**src/rtl/clap_light_pkg.sv**
```systemverilog
// rtl/clap_light_pkg.sv - shared state encoding and brightness table for clap_light_control
package clap_light_pkg;

  typedef enum logic [1:0] {
    ST_IDLE   = 2'd0,
    ST_DECODE = 2'd1,
    ST_FADE   = 2'd2
  } state_t;

  localparam int NUM_LEVELS = 4;

  // Duty for brightness level k: the top of the k-th quarter of the PWM range.
  function automatic logic [31:0] level_duty(input logic [1:0] level, input int pwm_width);
    return ((32'(level) + 32'd1) << (pwm_width - 2)) - 32'd1;
  endfunction

endpackage

```
**src/rtl/pwm_generator.sv**
```systemverilog
// rtl/pwm_generator.sv - free-running PWM comparing a wrapping counter against duty
module pwm_generator #(
  parameter int PWM_WIDTH = 8
) (
  input  logic                 clock,
  input  logic                 nreset,
  input  logic [PWM_WIDTH-1:0] duty,
  output logic                 light_out
);

  logic [PWM_WIDTH-1:0] pwm_count;

  always_ff @(posedge clock) begin
    if (!nreset) begin
      pwm_count <= '0;
      light_out <= 1'b0;
    end else begin
      pwm_count <= pwm_count + PWM_WIDTH'(1);
      light_out <= (pwm_count < duty);
    end
  end

endmodule

```
**src/rtl/clap_light_control.sv**
```systemverilog
// rtl/clap_light_control.sv - decodes clap counts into on/off and brightness commands, fades duty, drives PWM
module clap_light_control
  import clap_light_pkg::*;
#(
  parameter int CLAPS_WIDTH  = 16,
  parameter int PWM_WIDTH    = 8,
  parameter int TOGGLE_CLAPS = 2,
  parameter int CYCLE_CLAPS  = 3,
  parameter int FADE_DIVIDE  = 4096
) (
  input  logic                   clock,
  input  logic                   nreset,
  input  logic [CLAPS_WIDTH-1:0] claps_in_data,
  input  logic                   claps_in_valid,
  output logic                   claps_in_ready,
  output logic                   light_out,
  output logic                   light_on,
  output logic [1:0]             level_out,
  output logic [PWM_WIDTH-1:0]   duty_out
);

  localparam int DIV_W = (FADE_DIVIDE > 1) ? $clog2(FADE_DIVIDE) : 1;
  localparam logic [DIV_W-1:0] DIV_LAST = DIV_W'(FADE_DIVIDE - 1);

  state_t                 state_q, state_d;
  logic [CLAPS_WIDTH-1:0] claps_q, claps_d;
  logic [PWM_WIDTH-1:0]   target_q, target_d;
  logic [PWM_WIDTH-1:0]   duty_d;
  logic [DIV_W-1:0]       div_q, div_d;
  logic                   light_on_d;
  logic [1:0]             level_d;
  logic                   ready_d;
  logic                   transfer;

  assign transfer = claps_in_valid && claps_in_ready;

  always_ff @(posedge clock) begin
    if (!nreset) begin
      state_q        <= ST_IDLE;
      claps_q        <= '0;
      target_q       <= '0;
      duty_out       <= '0;
      div_q          <= '0;
      light_on       <= 1'b0;
      level_out      <= 2'd0;
      claps_in_ready <= 1'b0;
    end else begin
      state_q        <= state_d;
      claps_q        <= claps_d;
      target_q       <= target_d;
      duty_out       <= duty_d;
      div_q          <= div_d;
      light_on       <= light_on_d;
      level_out      <= level_d;
      claps_in_ready <= ready_d;
    end
  end

  always_comb begin
    state_d    = state_q;
    claps_d    = claps_q;
    target_d   = target_q;
    duty_d     = duty_out;
    div_d      = div_q;
    light_on_d = light_on;
    level_d    = level_out;
    // Ready only re-opens once a full idle cycle has been seen, and closes on a transfer.
    ready_d    = (state_q == ST_IDLE) && !transfer;

    case (state_q)
      ST_IDLE: begin
        if (transfer) begin
          claps_d = claps_in_data;
          state_d = ST_DECODE;
        end
      end

      ST_DECODE: begin
        if (claps_q == CLAPS_WIDTH'(TOGGLE_CLAPS)) begin
          light_on_d = !light_on;
          target_d   = light_on_d ? PWM_WIDTH'(level_duty(level_out, PWM_WIDTH)) : '0;
        end else if (claps_q == CLAPS_WIDTH'(CYCLE_CLAPS) && light_on) begin
          level_d  = 2'((32'(level_out) + 32'd1) % NUM_LEVELS);
          target_d = PWM_WIDTH'(level_duty(level_d, PWM_WIDTH));
        end
        div_d   = '0;
        state_d = (target_d != duty_out) ? ST_FADE : ST_IDLE;
      end

      ST_FADE: begin
        if (div_q == DIV_LAST) begin
          div_d = '0;
          if (duty_out < target_q) begin
            duty_d = duty_out + PWM_WIDTH'(1);
          end else if (duty_out > target_q) begin
            duty_d = duty_out - PWM_WIDTH'(1);
          end
          if (duty_d == target_q) begin
            state_d = ST_IDLE;
          end
        end else begin
          div_d = div_q + DIV_W'(1);
        end
      end

      default: state_d = ST_IDLE;
    endcase
  end

  pwm_generator #(
    .PWM_WIDTH(PWM_WIDTH)
  ) u_pwm (
    .clock    (clock),
    .nreset   (nreset),
    .duty     (duty_out),
    .light_out(light_out)
  );

endmodule
```
**config.mk**
```make
export PLATFORM = sky130hd
export DESIGN_NAME = clap_light_control
export DESIGN_NICKNAME = d
export VERILOG_FILES = /design/src/rtl/clap_light_pkg.sv /design/src/rtl/pwm_generator.sv /design/src/rtl/clap_light_control.sv
export SDC_FILE = /design/constraint.sdc
export NUM_CORES = 1
export LEC_CHECK = 0
export CAP_MARGIN = 30
export CORE_MARGIN = 5
export CORE_UTILIZATION = 55
export CTS_BUF_LIST = sky130_fd_sc_hd__clkbuf_4
export DETAILED_ROUTE_END_ITERATION = 12
export GPL_TIMING_DRIVEN = 0
export HOLD_SLACK_MARGIN = 0.1
export PLACE_DENSITY = 0.77
export SYNTH_ARGS = -nofsm -noshare
export SYNTH_HDL_FRONTEND = slang
export SYNTH_HIERARCHICAL = 1
export SYNTH_SLANG_ARGS = --single-unit
```
**constraint.sdc**
```tcl
create_clock -name clock -period 5.1 [get_ports clock]
set_clock_uncertainty 0.15 [all_clocks]
set_input_delay 1.02 -clock clock [delete_from_list [all_inputs] [get_ports clock]]
set_output_delay 1.02 -clock clock [all_outputs]
set_load 0.03 [all_outputs]
```
==> out/results.ini <==
[die]
die_x_um=89.3
die_h_um=89.3
start_util=0.574
ios=32
core-area_um2=6030
num_rows=28
die_area_um2=7970

[power]
clockPowerShare=0.280
powerDensity_nw_per_um2=323
leakage_nw=1.43
peakVddDrop_mv=0.226
power_frac_seq=0.405
switchingPower_mw=0.430
sw_frac_of_total=0.332
power_frac_comb=0.315
intPower_mw=0.866

[routing]
firstDrtPassIters=4
drt_iter0_markers=194
vias=2983
antenna_left=0
drcViolationCount=0
viasPerCell=5.50
avgRoutedWirePerCell_um=13.8
wl_mm=7.49

[worst_setup_path]
critPathLaunchType=flip-flop
path_class=flip-flop to flip-flop
path_max_fanout=8
crit_path_start=target_q[5]$_SDFFE_PN0P_
arrival_ns=3.28
critPathCaptureType=flip-flop
r2r_start=target_q[5]$_SDFFE_PN0P_
crit_required_ns=5.28

[sta]
tightest_slew_ns=0.854
rsz0062_at_grt=no
slew_violations=0
tns_ns=0
timing.fmax_mhz=323
final-hold-violation-count=0
finalSetupViolations=0
timing.slew.headroom=0.425
fin_crit_ns=3.10
finalCritPeriodShare=0.608

[grt]
antenna_found_initial=0
grt_max_degree=12
grt_pass1_wl_mm=12.7
grt_overflow=0
grt_pass1_vias=2805
gr-usage-all-layers=0.204

[yosys]
syn-cell-area_um2=3460
ys_ff_latch=59
ys_types=55
yosysWarnings=6
avgSynthCellArea_um2=8.23
syn-num-nets=461
ys_seq_area_frac=0.342
synth_cells=420

[cells_and_area]
antenna_cells=0
final_area_um2=4010
fill_cells=525
fin_nets=503
syn_to_final_growth_pct=16.0
layout-drive-gt1-share=0.0749

[clocking]
hold_buffers=0
cts-root-buf=clkbuf_4
clock_path_buffers=2
clk_latency_ns=0.39
path_clk_slew_ns=0.10
htree_num_levels=3
cts_tree=built
cts_setup_buffers=0
cts_buffers=9
cts_resized=0
clock-sinks=59

[min_path]
hp-class=flip-flop to flip-flop
hold_start=claps_q[2]$_SDFFE_PN0P_

[place]
dpl_cell_area_um2=3860
port_buffers=31
dp_hpwl_mm=5.60
place_congestion=0.947

[job]
cap_violations=0

[status]
status=completed

-- through the flow --
step	hold WS (ns)	util	worst slack, ns	total power, mW	cells
after floorplan	0.282	-	2.23	0.843	420
after global placement	0.294	0.641	2.08	0.928	526
after detailed placement	0.302	0.641	2.03	0.937	526
after CTS	0.316	0.666	2.00	1.30	542
after global routing	0.346	0.666	1.81	1.38	542
final	0.313	0.666	2.00	1.30	542
-- cell families (layout without fill, tap and decap cells) --
| kind of cell | after synthesis | after routing | synth area share |
|---|---|---|---|
| multiplexers | 9 | 9 | 0.0300 |
| AND/OR/NAND/NOR | 166 | 166 | 0.236 |
| flip-flops | 59 | 59 | 0.342 |
| buffers and inverters | 44 | 91 | 0.0637 |
| AO/OA/AOI/OAI | 83 | 83 | 0.156 |
| adder cells (fa/ha/maj) | 22 | 22 | 0.0796 |
| XOR/XNOR | 37 | 37 | 0.0937 |
-- synth_stat cells (all sizes together) --
cell type,instances,area share
a2111oi,2,0.0069
a211oi,7,0.017
a21oi,37,0.057
a22o,2,0.0051
a22oi,2,0.0043
a2bb2oi,1,0.0043
a31oi,1,0.0018
a32oi,1,0.0025
and2,4,0.0076
and2b,1,0.0025
and3,2,0.0036
and3b,1,0.0025
and4,1,0.0029
buf,3,0.0087
clkbuf,16,0.026
clkdlybuf4s18,1,0.0029
dfxtp,59,0.34
ha,22,0.080
inv,24,0.026
mux2,1,0.0033
mux2i,8,0.027
nand2,59,0.065
nand3,16,0.023
nand3b,1,0.0022
nand4,6,0.013
nor2,46,0.050
nor2b,4,0.0072
nor3,8,0.012
nor3b,2,0.0043
nor4,7,0.026
o2111a,1,0.0033
o211ai,3,0.0080
o21a,6,0.013
o21ai,14,0.020
o22ai,3,0.0054
o31ai,2,0.0043
o32a,1,0.0029
or2,1,0.0018
or3,6,0.011
or4,1,0.0022
xnor2,20,0.051
xor2,17,0.043
-- routing by layer --
layer,global-route usage,vias up,wire [µm],part of all wire
met3,0.0553,11,374,0.050
met1,0.267,1380,3430,0.46
met4,0.0541,0,106,0.014
li1,-,1524,-,-
met5,0,-,0,0
met2,0.334,68,3580,0.48
-- worst max-delay path, cell delays in order (launching register included) --
cell,delay (ns)
dfxtp_1,0.42
inv_1,0.08
ha_1,0.29
a21oi_1,0.15
nor2_1,0.06
a211oi_2,0.32
nor2b_1,0.18
buf_4,0.20
mux2_2,0.38
xnor2_1,0.21
nor4_1,0.08
a32oi_1,0.31
mux2i_1,0.21
-- final cells by class --
| class | instances | area [µm²] | share of cell area |
|---|---|---|---|
| sequential | 59 | 1180 | 0.294 |
| multi-input combinational | 317 | 2060 | 0.513 |
| timing repair buffer | 31 | 310 | 0.0773 |
| buffer | 20 | 130 | 0.0324 |
| tap | 75 | 93.8 | 0.0234 |
| clock buffer | 9 | 67.6 | 0.0168 |
| inverter | 24 | 90.1 | 0.0225 |
| clock inverter | 7 | 82.6 | 0.0206 |
-- power by group through the flow --
stage	Clock, mW	Sequential, mW	Combinational [mW]
floorplan	0	0.537	0.306
global placement	0	0.534	0.395
detailed placement	0	0.536	0.401
CTS	0.374	0.525	0.404
global route	0.399	0.531	0.448
finish	0.363	0.525	0.408
-- flip-flops by register name, indices dropped and copies added (netlist names) --
signal and flops:
level_out 2, target_q 8, claps_q 16, state_q 2, claps_in_ready 1, div_q 12, duty_out 8, u_pwm/light_out 1
u_pwm/pwm_count 8, light_on 1
-- cells in the final DEF, fill, tap and decap left out, types with 5 or more instances in the layout --
| master | count |
|---|---|
| nand3_1 | 16 |
| o21ai_0 | 13 |
| dfxtp_1 | 59 |
| nand4_1 | 5 |
| nor2_1 | 46 |
| nor3_1 | 8 |
| a211oi_1 | 6 |
| o21a_1 | 6 |
| clkbuf_1 | 13 |
| or3_1 | 5 |
| ha_1 | 22 |
| clkbuf_4 | 9 |
| inv_1 | 24 |
| xnor2_1 | 20 |
| xor2_1 | 17 |
| a21oi_1 | 36 |
| nand2_1 | 58 |
| clkdlybuf4s50_1 | 31 |
| mux2i_1 | 7 |
-- worst paths after layout --
check / to / slack (ns) / depth (start not counted)
worst max register to register: state_q[0]$_SDFFE_PN0P_ / 2.00 / 12
worst min-delay path: claps_q[2]$_SDFFE_PN0P_ / 0.31 / 2
worst min register to register: claps_q[2]$_SDFFE_PN0P_ / 0.31 / 2
worst max-delay path: state_q[0]$_SDFFE_PN0P_ / 2.00 / 12
Power figures use the tool's default switching activity.
